**config.mk**
```make
export PLATFORM = sky130hd
export DESIGN_NAME = stepper_motion_ctrl
export DESIGN_NICKNAME = d
export VERILOG_FILES = /design/src/rtl/stepper_motion_ctrl.sv
export SDC_FILE = /design/constraint.sdc
export NUM_CORES = 1
export LEC_CHECK = 0
export BUFFER_PORTS_ARGS = -buffer_cell sky130_fd_sc_hd__clkbuf_2
export CORE_UTILIZATION = 23
export CTS_CLUSTER_SIZE = 8
export DETAILED_ROUTE_END_ITERATION = 16
export MAX_ROUTING_LAYER = met4
export PLACE_DENSITY = 0.48
export SLEW_MARGIN = 10
export SYNTH_ARGS = -nofsm -noshare
export SYNTH_HDL_FRONTEND = slang
export SYNTH_SLANG_ARGS = --single-unit
```
**constraint.sdc**
```tcl
create_clock -name clock -period 5.6 [get_ports clock]
set_clock_uncertainty 0.15 [all_clocks]
set_input_delay 0.56 -clock clock [delete_from_list [all_inputs] [get_ports clock]]
set_output_delay 0.56 -clock clock [all_outputs]
set_load 0.03 [all_outputs]
```
**src/rtl/stepper_motion_ctrl.sv**
```systemverilog
// ============================================================================
// stepper_motion_ctrl : two-axis step/dir sequencer with soft limits and homing
// Rev 1.0
// ============================================================================
`default_nettype none

module stepper_axis #(
  parameter int TICK_DIV  = 100,
  parameter int PULSE_W   = 50,
  parameter int SETUP_CYC = 10,
  parameter int POS_MAX   = 20000
) (
  input  logic        clk,
  input  logic        rst,
  input  logic        enable,
  input  logic        home,
  input  logic [15:0] speed,
  input  logic        dir_req,
  output logic        step,
  output logic        dir,
  output logic [31:0] pos,
  output logic        busy,
  output logic        at_limit
);

  typedef enum logic [1:0] {
    S_IDLE  = 2'd0,
    S_SETUP = 2'd1,
    S_PULSE = 2'd2,
    S_WAIT  = 2'd3
  } state_t;

  localparam logic [31:0] C_POS_MAX   = 32'(POS_MAX);
  localparam logic [15:0] C_SETUP_LD  = 16'(SETUP_CYC - 1);
  localparam logic [23:0] C_PULSE_W   = 24'(PULSE_W);
  localparam logic [23:0] C_MIN_T     = 24'(PULSE_W + 1);
  localparam logic [23:0] C_TICK_DIV  = 24'(TICK_DIV);

  state_t      state_q, state_d;
  logic        step_q, step_d;
  logic        dir_q, dir_d;
  logic [31:0] pos_q, pos_d;
  logic        busy_q, busy_d;
  logic        at_limit_q, at_limit_d;
  logic [15:0] setup_q, setup_d;
  logic [23:0] pcnt_q, pcnt_d;
  logic [23:0] period_q, period_d;

  logic [23:0] w_period;
  logic [23:0] w_target;
  logic        w_blocked;
  logic        w_rise;

  always_comb begin
    w_period  = 24'(speed) * C_TICK_DIV;
    w_target  = (period_q > C_MIN_T) ? period_q : C_MIN_T;
    w_blocked = (dir_req && (pos_q == C_POS_MAX)) || (!dir_req && (pos_q == 32'd0));

    state_d  = state_q;
    step_d   = step_q;
    dir_d    = dir_q;
    pos_d    = pos_q;
    setup_d  = setup_q;
    pcnt_d   = pcnt_q;
    period_d = period_q;
    w_rise   = 1'b0;

    case (state_q)
      S_IDLE: begin
        step_d = 1'b0;
        if (enable && (speed != 16'd0) && !w_blocked) begin
          dir_d   = dir_req;
          setup_d = C_SETUP_LD;
          state_d = S_SETUP;
        end
      end
      S_SETUP: begin
        if (setup_q == 16'd0) begin
          period_d = w_period;
          w_rise   = 1'b1;
        end else begin
          setup_d = setup_q - 16'd1;
        end
      end
      S_PULSE: begin
        pcnt_d = pcnt_q + 24'd1;
        if (pcnt_q >= C_PULSE_W) begin
          step_d  = 1'b0;
          state_d = S_WAIT;
        end
      end
      default: begin
        pcnt_d = pcnt_q + 24'd1;
        if (pcnt_q >= w_target) begin
          if ((speed == 16'd0) || w_blocked) begin
            state_d = S_IDLE;
          end else if (dir_req != dir_q) begin
            dir_d   = dir_req;
            setup_d = C_SETUP_LD;
            state_d = S_SETUP;
          end else begin
            period_d = w_period;
            w_rise   = 1'b1;
          end
        end
      end
    endcase

    // Step rise and position move share one edge; saturate so homing mid-move cannot wrap.
    if (w_rise) begin
      state_d = S_PULSE;
      step_d  = 1'b1;
      pcnt_d  = 24'd1;
      if (dir_d && (pos_q != C_POS_MAX)) begin
        pos_d = pos_q + 32'd1;
      end else if (!dir_d && (pos_q != 32'd0)) begin
        pos_d = pos_q - 32'd1;
      end
    end

    if (!enable) begin
      state_d = S_IDLE;
      step_d  = 1'b0;
      pos_d   = pos_q;
    end

    if (home) begin
      pos_d = 32'd0;
    end

    busy_d     = (state_d != S_IDLE);
    at_limit_d = w_blocked;
  end

  always_ff @(posedge clk) begin
    if (rst) begin
      state_q    <= S_IDLE;
      step_q     <= 1'b0;
      dir_q      <= 1'b0;
      pos_q      <= 32'd0;
      busy_q     <= 1'b0;
      at_limit_q <= 1'b0;
      setup_q    <= 16'd0;
      pcnt_q     <= 24'd0;
      period_q   <= 24'd0;
    end else begin
      state_q    <= state_d;
      step_q     <= step_d;
      dir_q      <= dir_d;
      pos_q      <= pos_d;
      busy_q     <= busy_d;
      at_limit_q <= at_limit_d;
      setup_q    <= setup_d;
      pcnt_q     <= pcnt_d;
      period_q   <= period_d;
    end
  end

  assign step     = step_q;
  assign dir      = dir_q;
  assign pos      = pos_q;
  assign busy     = busy_q;
  assign at_limit = at_limit_q;

endmodule

module stepper_motion_ctrl #(
  parameter int TICK_DIV  = 100,
  parameter int PULSE_W   = 50,
  parameter int SETUP_CYC = 10,
  parameter int X_MAX     = 20000,
  parameter int Y_MAX     = 20000
) (
  input  logic        clock,
  input  logic        ctrl_reset,
  input  logic        enable,
  input  logic        home,
  input  logic [31:0] xSpeed,
  input  logic [31:0] xDirection,
  input  logic [31:0] ySpeed,
  input  logic [31:0] yDirection,
  output logic        x_step,
  output logic        x_dir,
  output logic        y_step,
  output logic        y_dir,
  output logic [31:0] currentX,
  output logic [31:0] currentY,
  output logic        x_busy,
  output logic        y_busy,
  output logic        x_at_limit,
  output logic        y_at_limit
);

  // Upper register bits carry no meaning for the sequencer.
  logic unused_bits;
  assign unused_bits = ^{xSpeed[31:16], ySpeed[31:16], xDirection[31:1], yDirection[31:1]};

  stepper_axis #(
    .TICK_DIV (TICK_DIV),
    .PULSE_W  (PULSE_W),
    .SETUP_CYC(SETUP_CYC),
    .POS_MAX  (X_MAX)
  ) u_axis_x (
    .clk     (clock),
    .rst     (ctrl_reset),
    .enable  (enable),
    .home    (home),
    .speed   (xSpeed[15:0]),
    .dir_req (xDirection[0]),
    .step    (x_step),
    .dir     (x_dir),
    .pos     (currentX),
    .busy    (x_busy),
    .at_limit(x_at_limit)
  );

  stepper_axis #(
    .TICK_DIV (TICK_DIV),
    .PULSE_W  (PULSE_W),
    .SETUP_CYC(SETUP_CYC),
    .POS_MAX  (Y_MAX)
  ) u_axis_y (
    .clk     (clock),
    .rst     (ctrl_reset),
    .enable  (enable),
    .home    (home),
    .speed   (ySpeed[15:0]),
    .dir_req (yDirection[0]),
    .step    (y_step),
    .dir     (y_dir),
    .pos     (currentY),
    .busy    (y_busy),
    .at_limit(y_at_limit)
  );

endmodule

`default_nettype wire
```
* Word level (Yosys, flattened, before mapping)
Index checks and enable logic that the tools add are counted.
Widths: inputs -> output; s select.
** Operators by class
- $add $sub $neg :: 8
- Multiplexer cells :: 74
- Equal/unequal tests :: 26
- Divide/modulo/power cells :: 0
- Magnitude comparators :: 6
- Reduce and logical (&&, ||, !) cells :: 64
- Multipliers :: 2
- Bitwise gates (word level) :: 5
- Shifts and indexed selects :: 0
** Operators with widths (number)
- $mux 24 :: 10
- $mux 16 :: 10
- $mux 32 :: 4
- $pmux 16 s3 :: 2
- $pmux 24 s2 :: 2
- $add 32x1->32 const B :: 2
- $eq 32x15->1 const B :: 2
- $logic_not 16->1 :: 4
- $logic_not 32->1 :: 2
- $ne 32x15->1 const B :: 2
- $reduce_bool 32->1 :: 2
- $sub 32x1->32 const B :: 2
- $add 24x1->24 const B :: 2
- $ge 24x24->1 :: 2
- $ge 24x6->1 const B :: 2
- $gt 24x6->1 const B :: 2
- $mul 16x5->21 const B :: 2
- $reduce_bool 16->1 :: 2
- $sub 16x1->16 const B :: 2
- $mux 2 :: 14
- $mux 1 :: 24
- $reduce_or 2->1 :: 10
- $reduce_bool 3->1 :: 6
- $logic_and 1x1->1 :: 12
- 18 further kinds :: 61
** Storage, ports and cells
- Register bits :: 204
- Bits in writable memories :: 0
- Output and inout bits :: 72
- Input port bits :: 132
- Memories kept :: 0
- Logic and storage cells :: 205
- Memory bits (read-only) :: 0
- Bits in latches :: 0

* Depth between registers and ports, before layout
Gate-level depths: netlist of the first run.
- Word-level depth :: 11
- Gate-level depth with buffers :: 26
- Depth with buffers taken out :: 26

* By module
From an unflattened synthesis of the first run, not the netlist that was laid out.
** Unflattened totals
- Cell total of the unflattened synthesis :: 1932
- Area total of the unflattened synthesis :: 15964.1 sq um
** By module, submodules not included
- stepper_axis at u_axis_x :: seq. area each 1981.9 sq um, cells an instance 1001, area each 8069.0 sq um, instances 1
- stepper_axis at u_axis_y :: seq. area each 1981.9 sq um, cells an instance 931, area each 7895.1 sq um, instances 1

* Worst setup path after synthesis of the first run
No wires, ideal clock.
- Path type :: reg2reg
- Start point :: register u_axis_x.period_q[9]
- End point :: register u_axis_x.pos_q[22] (netlist: u_axis_x.pos[22])
- Cell stages (with the launch flop) :: 26
- Setup time :: 0.127 ns
- Buffers on the path :: 0
- Data required time :: 5.323 ns
- Path slack :: -0.248 ns
- Arrival :: 5.572 ns
- Clock period less this slack :: 5.848 ns
- Cells stage by stage :: dfxtp_1 nor4_1 nand3_1 or3_1 inv_1 nor2_1 ha_1 a21oi_1 nor2_1 a2111oi_0 o21ai_0 a31o_2 a41oi_1 nand2_1 nand2b_1 ha_1 a21o_1 a21o_1 a221o_1 and2_1 o31a_1 o21ai_0 nand2b_1 a21oi_1 xor2_1 o31ai_1
** On the way
- Cells in the longest elaborated chain, start to end :: 9
- Elaborated cells between the ends (all ways) :: 13
- Those cells by class :: order compare (2); mux (6); reduce/logical (5)
** RTL lines
- from (decl) :: RTL line 47 : logic [23:0] period_q, period_d;
- from (signal assigned) :: RTL line 155 : period_q <= period_d;
- $gt 24x6->1 :: RTL line 56 : w_target = (period_q > C_MIN_T) ? period_q : C_MIN_T;
- $mux 24 (*) :: RTL line 56
- $ge 24x24->1 (*) :: RTL line 94 : if (pcnt_q >= w_target) begin
- $mux 1 :: RTL line 94
- $pmux 1 s2 :: RTL line 68 : case (state_q)
- $logic_not 1->1 :: RTL line 116 : end else if (!dir_d && (pos_q != 32'd0)) begin
- $logic_and 1x1->1 :: RTL line 116
- $reduce_bool 2->1 (no line)
- $reduce_and 3->1 (no line)
- to (signal assigned) :: RTL line 150 : pos_q <= pos_d;
- to (decl) :: RTL line 42 : logic [31:0] pos_q, pos_d;
Every way passes the cells marked *; elsewhere a longest branch is shown, timed or not.
A chain may end at the register's enable or synchronous reset.

* Final worst setup path of the first run
- Start point :: register u_axis_y.period_q[3]
- End point :: register u_axis_y.pos_q[30] (netlist: u_axis_y.pos[30])
** On the way
- Cells in the longest elaborated chain, start to end :: 9
- Elaborated cells between the ends (all ways) :: 13
- Those cells by class :: order compare (2); mux (6); reduce/logical (5)
** RTL lines (RTL line)
- from (decl) :: 47
- from (signal assigned) :: 155
- $gt 24x6->1 :: 56
- $mux 24 (*) :: 56
- $ge 24x24->1 (*) :: 94
- $mux 1 :: 94
- $pmux 1 s2 :: 68
- $logic_not 1->1 :: 116
- $logic_and 1x1->1 :: 116
- $reduce_bool 2->1 (no line)
- $reduce_and 3->1 (no line)
- to (signal assigned) :: 150
- to (decl) :: 42
Marks and branches as above.

==> results.json, run 1 <==
{
  "status": "completed",
  "gp_congestion": 0.831,
  "p_leak_nw": 9.83,
  "cellPowerDensity_nw_per_um2": 210,
  "vias": 14400,
  "cpLargestDelayFamily": "compound AO/OA/AOI/OAI gates",
  "slowest_stage": "a221o_2",
  "clk_pin_slew_ns": 0.08,
  "wl_per_cell_um": 14.1,
  "root_buffer": "clkbuf_16",
  "drv_slew": 0,
  "drtPass1Iterations": 5,
  "setup_violations": 0,
  "die_area_um2": 70800,
  "ys_ff_latch": 198,
  "die_y_um": 266,
  "die_x_um": 266,
  "yosys.area.top_type": "dfxtp_1",
  "ant_nets": 0,
  "slowest_delay_ns": 0.45,
  "ys_types": 76,
  "critPathRequiredTime_ns": 5.80,
  "cts_buffers": 17,
  "cap_viol_max_count": 0,
  "crit_buf_inv": 4,
  "final_cells": 3192,
  "yosysMostFrequentCell": "nor2_1",
  "utilization_pct": 30.1,
  "grt_max_degree": 52,
  "startpoint_type": "flop",
  "rr_startpoint": "u_axis_y.period_q[3]",
  "ctsHtreeMaxLevel": 4,
  "synth_top_area_share_pct": 24.7,
  "holdPathEnd": "u_axis_x.period_q[3]",
  "layout-drive-gt1-share_pct": 22.2,
  "rows": 96,
  "ir_worst_vdd_mv": 0.161,
  "synth.area.top_cells": "dfxtp_1 (25%), ha_1 (19%), nor2_1 (6.0%)",
  "syn_inst": 1932,
  "fin_tns_setup_ns": 0,
  "ys.flop_type": "dfxtp_1",
  "viasPerCell": 4.52,
  "reg2reg_to": "u_axis_y.pos[30]",
  "fin_nets": 2647,
  "cts_buffer_depth": 2,
  "routed_wl_um": 45100,
  "path_max_fanout": 6,
  "synth_commonest_cells": "nor2_1 (257), ha_1 (243), dfxtp_1 (198)",
  "n_antenna_cell": 0,
  "min_period_ns": 5.48,
  "holdBufCountCts": 0,
  "finalHoldViolCount": 0,
  "reg2reg_depth": 25,
  "first_iter_violations": 658,
  "slew_headroom_pct": 43.3,
  "worstHoldPathCells": 3,
  "dpl.hpwl_um": 35200,
  "antenna_found_initial": 0,
  "hold_class": "in -> reg",
  "syn_to_final_growth_pct": 29.2,
  "r2r_setup_slack_ns": 0.12,
  "fin_crit_sh_pct": 97.8,
  "drc": 0,
  "tightest_slew_ns": 0.843,
  "rsz0062_at_grt": "true",
  "synth.net_count": 2331,
  "fin_ws_ns": 0.122,
  "cts_sinks": 198,
  "io_pins": 204,
  "grt_first_pass_wirelength_um": 73400,
  "place_inst": 3136,
  "fmax_ghz": 0.183,
  "synth.cell_area_um2": 16000,
  "post-place-ws_ns": -0.580,
  "numPortBuffers": 109,
  "yosysSeqAreaShare_pct": 24.7,
  "hold_path.startpoint": "xSpeed[1]",
  "endpoint_kind": "flop",
  "grt.total_usage_pct": 13.2,
  "syn_avg_cell_area_um2": 8.30,
  "overflow": 0,
  "clk_latency_ns": 0.49,
  "grt_pass1_vias": 14400,
  "arrival_ns": 5.68,
  "synth_edf_count": 0,
  "start_util_pct": 23.3,
  "yosys_warnings": 0,
  "path_class": "reg -> reg",
  "cts_tree": "done",
  "coreArea_um2": 68800,
  "synthArstFlopShare_pct": 0
}
[placed cells by master (no fill, tap or decap), types with 16 or more instances in the layout]
master and count:
nor3_1 39, inv_1 189, o21ai_0 49, nand2b_1 18
buf_4 214, nor2_1 253, nand3_1 49, o21a_1 16
fa_1 23, a21o_1 34, clkbuf_16 17, a21oi_1 90
ha_4 20, and3_1 20, nand4_1 27, mux2i_1 95
xor2_1 71, nor4_1 30, ha_1 218, dfxtp_1 196
xnor2_1 79, nand2_1 110, clkbuf_2 109
[cell families after synthesis]
kind of cell | share of synthesized area (%)
mux | 6.16
buf+inv | 5.85
simple gates | 19.5
fa+ha+maj | 22.0
flops | 24.7
compound gates | 13.6
xor+xnor | 8.20
[how the worst max path moves through the flow]
stage | depth (start not counted) | to | startpoint | slack, ns
6_report | 25 | u_axis_y.pos[30] | u_axis_y.period_q[3] | 0.12
5_1_grt | 26 | u_axis_y.pos[30] | u_axis_y.period_q[3] | -0.25
4_1_cts | 25 | u_axis_y.pos[31] | u_axis_y.period_q[3] | -0.01
3_5_place_dp | 27 | u_axis_x.pos[30] | u_axis_x.period_q[16] | -0.58
3_3_place_gp | 29 | u_axis_y.pos[31] | u_axis_y.period_q[2] | -0.49
2_1_floorplan | 25 | u_axis_x.pos[22] | u_axis_x.period_q[9] | 0.06
[power breakdown]
group,total (mW),leakage [nW],switching (mW),internal (mW)
Combinational,1.54,7.93,0.827,0.709
Sequential,1.49,1.60,0.0429,1.45
Clock,1.31,0.297,0.629,0.684
[layout make-up]
cell class	instances	area (um2)
Sequential cell	198	3970
Timing Repair Buffer	334	2320
Multi-Input combinational cell	1505	11900
Clock inverter	14	164
Clock buffer	18	439
Inverter	192	726
Tap cell	931	1160
Fill cell	7280	48100
[metal layers]
| layer | global-route usage, % | wire length, um |
|---|---|---|
| met2 | 20.8 | 20600 |
| met4 | 3.31 | 565 |
| met1 | 17.5 | 22400 |
| met3 | 2.26 | 1500 |
| met5 | - | 0 |
[worst min-delay path, stage by stage]
cell and delay [ns]:
clkbuf_2 0.14, mux2i_1 0.08, nor2_1 0.07
[what timing repair did]
item                                    in CTS  in global routing
pin swaps                                   35                 46
gates cloned                                 3                  0
setup buffers                               13                 11
gates resized for setup                     69                 82
endpoints found under the setup margin      34                 33
[through the flow]
| step | hold WS (ns) | area [um2] | power, mW |
|---|---|---|---|
| 2_1_floorplan | 0.281 | 16000 | 2.53 |
| 3_3_place_gp | 0.294 | 19100 | 2.93 |
| 3_5_place_dp | 0.295 | 19100 | 2.95 |
| 4_1_cts | 0.215 | 20200 | 4.36 |
| 5_1_grt | 0.254 | 20700 | 4.67 |
| 6_report | 0.247 | 20700 | 4.34 |
[state kept, by name, summed over array words and instances (netlist names)]
signal	flops
u_axis_x.pos	32
u_axis_y.pos	32
u_axis_x.pcnt_q	24
u_axis_y.pcnt_q	24
u_axis_x.period_q	21
u_axis_y.period_q	21
u_axis_x.setup_q	16
u_axis_y.setup_q	16
u_axis_x.state_q	2
u_axis_y.state_q	2
u_axis_x.at_limit	1
u_axis_x.busy	1
u_axis_x.dir	1
u_axis_x.step	1
u_axis_y.at_limit	1
u_axis_y.busy	1
u_axis_y.dir	1
u_axis_y.step	1
(Power assumes the default switching activity.)
==> inputs of run 2 (changes only) <==
HOLD_SLACK_MARGIN = 0.06   (was unset)
PLACE_DENSITY = 0.47   (was 0.48)
SYNTH_HIERARCHICAL = 1   (was unset)
clock period = 6.4 ns   (was 5.6 ns; I/O delays follow)
==> run 2 against run 1 <==
Against the previous run:
- clock power is essentially flat
- synthesized area is 0.41% lower
- first-iteration DRC count shrank 17%
- via count decreased by 5.9%
- worst setup slack gained 0.35 ns
- utilization fell by 3.3 points
- global-route usage shrank 1.4 points
- sequential power fell by 3%
- register-to-register slack improved by 0.35 ns
- maximum frequency fell by 7.6%
- die area decreased by 0.40%
- critical endpoint is now u_axis_x/pos[31]
==> results.json, run 2 <==
{
  "cts_buffers": 17,
  "grt_first_pass_wirelength_um": 66400,
  "rows": 96,
  "ys_ff_latch": 198,
  "multi_input_area_um2": 11100,
  "fin_tns_setup_ns": 0,
  "coreArea_um2": 68600,
  "grt.total_usage_pct": 11.9,
  "layout-drive-gt1-share_pct": 10.4,
  "overflow": 0,
  "setup_violations": 0,
  "fin_nets": 2441,
  "wl_met3_um": 970,
  "synth.cell_area_um2": 16000,
  "seqCellArea_um2": 3960,
  "holdBufCountCts": 0,
  "drv_slew": 0,
  "path_class": "reg -> reg",
  "ys_types": 84,
  "ys.flop_type": "dfxtp_1",
  "yosys.area.top_type": "dfxtp_1",
  "dpl.hpwl_um": 31700,
  "startpoint_type": "flop",
  "syn_to_final_growth_pct": 15.2,
  "synth_edf_count": 0,
  "holdWs_ns": 0.304,
  "synth.net_count": 2329,
  "viasPerCell": 4.54,
  "tightest_slew_ns": 0.819,
  "syn_inst": 1932,
  "die_area_um2": 70500,
  "io_pins": 204,
  "die_y_um": 265,
  "met1Wirelength_um": 18800,
  "arrival_ns": 6.19,
  "ant_nets": 0,
  "drtPass1Iterations": 5,
  "ir_worst_vdd_mv": 0.168,
  "yosysSeqAreaShare_pct": 24.8,
  "drc": 0,
  "fmax_ghz": 0.169,
  "grt_max_degree": 40,
  "vias": 13600,
  "numPortBuffers": 109,
  "rsz0062_at_grt": "false",
  "gp_congestion": 0.802,
  "cellPowerDensity_nw_per_um2": 253,
  "min_period_ns": 5.93,
  "hold_class": "reg -> reg",
  "antenna_found_initial": 0,
  "synth_top_area_share_pct": 24.8,
  "slew_headroom_pct": 45.3,
  "synth.area.top_cells": "dfxtp_1 (25%), ha_1 (19%), nor2_1 (6.4%)",
  "cts_sinks": 198,
  "cts_buffer_depth": 2,
  "wl_met2_um": 19600,
  "clk_pin_slew_ns": 0.07,
  "root_buffer": "clkbuf_16",
  "ctsHtreeMaxLevel": 4,
  "path_max_fanout": 18,
  "cts_tree": "done",
  "p_leak_nw": 8.16,
  "routed_wl_um": 40000,
  "first_iter_violations": 548,
  "num-fill-cells": 7448,
  "status": "completed",
  "endpoint_kind": "flop",
  "cap_viol_max_count": 0,
  "synth_commonest_cells": "nor2_1 (274), ha_1 (241), dfxtp_1 (198)",
  "final_cell_mix": "nor2_1 (273), ha_1 (241), dfxtp_1 (198), inv_1 (181), nand2_1 (137)",
  "finalHoldViolCount": 0,
  "die_x_um": 265,
  "n_antenna_cell": 0,
  "critPathRequiredTime_ns": 6.66,
  "yosys_warnings": 6,
  "dr.max_layer_used": "met4",
  "fin_crit_sh_pct": 92.7,
  "wl_per_cell_um": 13.4,
  "utilization_pct": 26.8,
  "grt_pass1_vias": 13300,
  "yosysMostFrequentCell": "nor2_1",
  "start_util_pct": 23.3,
  "clk_latency_ns": 0.49,
  "layout_commonest_cell": "nor2_1",
  "synthArstFlopShare_pct": 0,
  "syn_avg_cell_area_um2": 8.26
}
[run 2: worst max-delay path, stage by stage, from the launching register on]
cell	delay, ns
dfxtp_1	0.33
o211ai_1	0.30
nand4_1	0.20
or3_1	0.48
inv_1	0.13
ha_1	0.24
nor3b_1	0.20
o21ai_0	0.12
o211ai_1	0.12
a221oi_2	0.10
buf_4	0.17
o211ai_1	0.30
mux2i_1	0.30
or2_4	0.28
buf_6	0.23
ha_1	0.32
a21oi_1	0.21
nand2_1	0.09
a21oi_1	0.28
o22ai_1	0.14
nor2_1	0.20
o21bai_1	0.12
a221oi_1	0.36
mux2i_1	0.27
mux2i_1	0.20
[run 2: worst paths after layout]
kind	startpoint	end	slack, ns	depth (start not counted)
max	u_axis_x/period_q[2]	u_axis_x/pos[31]	0.47	24
min	u_axis_x/step	u_axis_x/step	0.30	2
max reg2reg	u_axis_x/period_q[2]	u_axis_x/pos[31]	0.47	24
min reg2reg	u_axis_x/step	u_axis_x/step	0.30	2
[run 2: per-layer routing]
layer / GRT usage, % / vias up
li1: - / 6979
met5: - / -
met3: 1.97 / 37
met2: 20.1 / 122
met1: 14.2 / 6438
met4: 4.11 / 0
[run 2: final cells by class]
class,instances,area share (%)
multi-input combinational,1510,60.6
sequential,198,21.6
tap,931,6.34
timing repair buffer,136,4.09
inverter,181,3.69
clock buffer,18,2.39
clock inverter,14,1.31
[run 2: logic make-up after synthesis]
family	synth area share, %
xor+xnor	8.12
fa+ha+maj	21.9
flops	24.8
simple gates	20.2
compound gates	14.8
mux	4.45
buf+inv	5.67
[run 2: report_power, final]
part           switching, mW  total (mW)  internal, mW  leakage (nW)
registers              0.107        1.45          1.34          1.60
logic                   1.11        1.92         0.811          6.24
clock network          0.538        1.28         0.746         0.328
total                   1.75        4.65          2.90          8.16
[run 2: timing repair]
action,in CTS,in global routing
buffers inserted,0,3
endpoints found under the setup margin,0,16
gates resized for setup,0,11
[run 2: metrics by stage]
stage               cell area, um2  setup slack, ns  power [mW]  std cells
global route                 18400           0.0301        5.04       2988
CTS                          18300           0.0824        4.72       2985
global placement             17600            0.193        3.35       2953
floorplan                    16000            0.763        2.96       1932
detailed placement           17600            0.126        3.39       2953
finish                       18400            0.470        4.65       2988
==> inputs of run 3 (changes only) <==
SYNTH_HIERARCHICAL = unset   (was 1)
==> run 3 against run 2 <==
Against the previous run:
- routed wire length up 2.0%
- register-to-register slack worse by 0.06 ns
- maximum frequency down 1.0%
- largest cell class unchanged
- sequential cell count unchanged
- non-clock buffer count up 6
- design area up 0.65%
==> results.json, run 3 (same netlist as run 1, synthesis figures left out) <==
{
  "status": "completed",
  "holdWs_ns": 0.301,
  "first_iter_violations": 625,
  "final_cell_mix": "nor2_1 (257), ha_1 (243), dfxtp_1 (198), inv_1 (191), nand2_1 (112)",
  "finalHoldViolCount": 0,
  "drc": 0,
  "layout-drive-gt1-share_pct": 10.4,
  "grt_use_met2_pct": 19.1,
  "clk_pin_slew_ns": 0.08,
  "io_pins": 204,
  "post-place-ws_ns": -0.0156,
  "cts_buffer_depth": 2,
  "rows": 96,
  "root_buffer": "clkbuf_16",
  "cap_viol_max_count": 0,
  "fin_tns_setup_ns": 0,
  "p_total_mw": 3.58,
  "numPortBuffers": 109,
  "die_area_um2": 70800,
  "cellPowerDensity_nw_per_um2": 194,
  "fin_nets": 2454,
  "viasPerCell": 4.53,
  "cts_buffers": 17,
  "overflow": 0,
  "layout_commonest_cell": "nor2_1",
  "p_leak_nw": 8.76,
  "routed_wl_um": 40800,
  "gp_congestion": 0.828,
  "ant_nets": 0,
  "grt_pass1_vias": 13300,
  "min_period_ns": 5.99,
  "coreArea_um2": 68800,
  "grt.total_usage_pct": 12.1,
  "place_inst": 2965,
  "startpoint_type": "flop",
  "ctsHtreeMaxLevel": 4,
  "holdBufCountCts": 0,
  "hold_class": "reg -> reg",
  "setup_violations": 0,
  "ir_worst_vdd_mv": 0.171,
  "die_y_um": 266,
  "grt_first_pass_wirelength_um": 67400,
  "drtPass1Iterations": 5,
  "syn_to_final_growth_pct": 15.5,
  "grt_max_degree": 35,
  "tightest_slew_ns": 0.998,
  "fmax_ghz": 0.167,
  "die_x_um": 266,
  "top_usage_layer": "met2",
  "dpl.hpwl_um": 32300,
  "wl_per_cell_um": 13.6,
  "cts_tree": "done",
  "cts_sinks": 198,
  "arrival_ns": 6.25,
  "antenna_found_initial": 1,
  "slew_headroom_pct": 33.3,
  "fin_crit_sh_pct": 93.6,
  "vias": 13600,
  "grt_util_met3_pct": 2.21,
  "rsz0062_at_grt": "false",
  "path_class": "reg -> reg",
  "critPathRequiredTime_ns": 6.66,
  "drv_slew": 0,
  "clk_latency_ns": 0.50,
  "path_max_fanout": 7,
  "final_cells": 2999,
  "fin_ws_ns": 0.411,
  "endpoint_kind": "flop",
  "met1_usage_pct": 15.6,
  "start_util_pct": 23.3
}
run 3: path summary, 6_finish.rpt:
path,start,end,slack [ns],cells after the start
setup / recovery,u_axis_y.period_q[3],u_axis_y.pos[31],0.41,25
hold / removal,u_axis_x.setup_q[6],u_axis_x.setup_q[6],0.30,2
setup reg to reg,u_axis_y.period_q[3],u_axis_y.pos[31],0.41,25
hold reg to reg,u_axis_x.setup_q[6],u_axis_x.setup_q[6],0.30,2
run 3: cell type report:
type,instances,area [um2]
inverters,192,721
clock buffers,18,429
fillers,7431,50300
multi-input cells,1504,11200
repair buffers,142,826
flip-flops and latches,198,3960
well taps,931,1160
diodes,1,2.50
clock inverters,13,156
run 3: per-stage QoR:
step,utilization (%),instance area (um2)
finish,26.9,18500
global route,26.9,18500
CTS,26.7,18400
detailed placement,25.9,17800
global placement,25.9,17800
floorplan,-,16000
run 3: critical path, cell delays in order (launching register included):
cell and delay, ns:
dfxtp_1 0.34, o211ai_1 0.28, nand4_1 0.19, or3_4 0.43, inv_1 0.10, nor2_1 0.05
ha_1 0.28, nand2_1 0.05, nor3_1 0.16, o31ai_1 0.11, a221oi_2 0.34, buf_4 0.20
o211ai_1 0.10, a221o_2 0.49, nand2b_4 0.17, ha_1 0.27, a21o_1 0.18, a21o_1 0.17
a221o_1 0.35, or2_2 0.32, a31oi_4 0.18, o21ai_1 0.10, o41ai_2 0.33, buf_4 0.17
mux2i_1 0.21, mux2i_1 0.19
run 3: repair_timing:
item                                    CTS  global route
cloned                                    0             1
setup buffers                             0             1
endpoints found under the setup margin    1            20
pin swaps                                 0             7
resized for setup                         1            18
run 3: power by group:
part	leakage [nW]	internal, mW	total (mW)	switching (mW)
combinational	6.88	0.488	1.15	0.665
sequential	1.60	1.27	1.31	0.0368
clock	0.284	0.555	1.12	0.570
total	8.76	2.31	3.58	1.27
run 3: routing by layer:
layer,wire length [um],vias up,share of wire [%]
met2,18700,179,46
met3,1320,33,3.2
met4,543,0,1.3
met5,0,-,0
li1,-,6997,-
met1,20300,6362,50
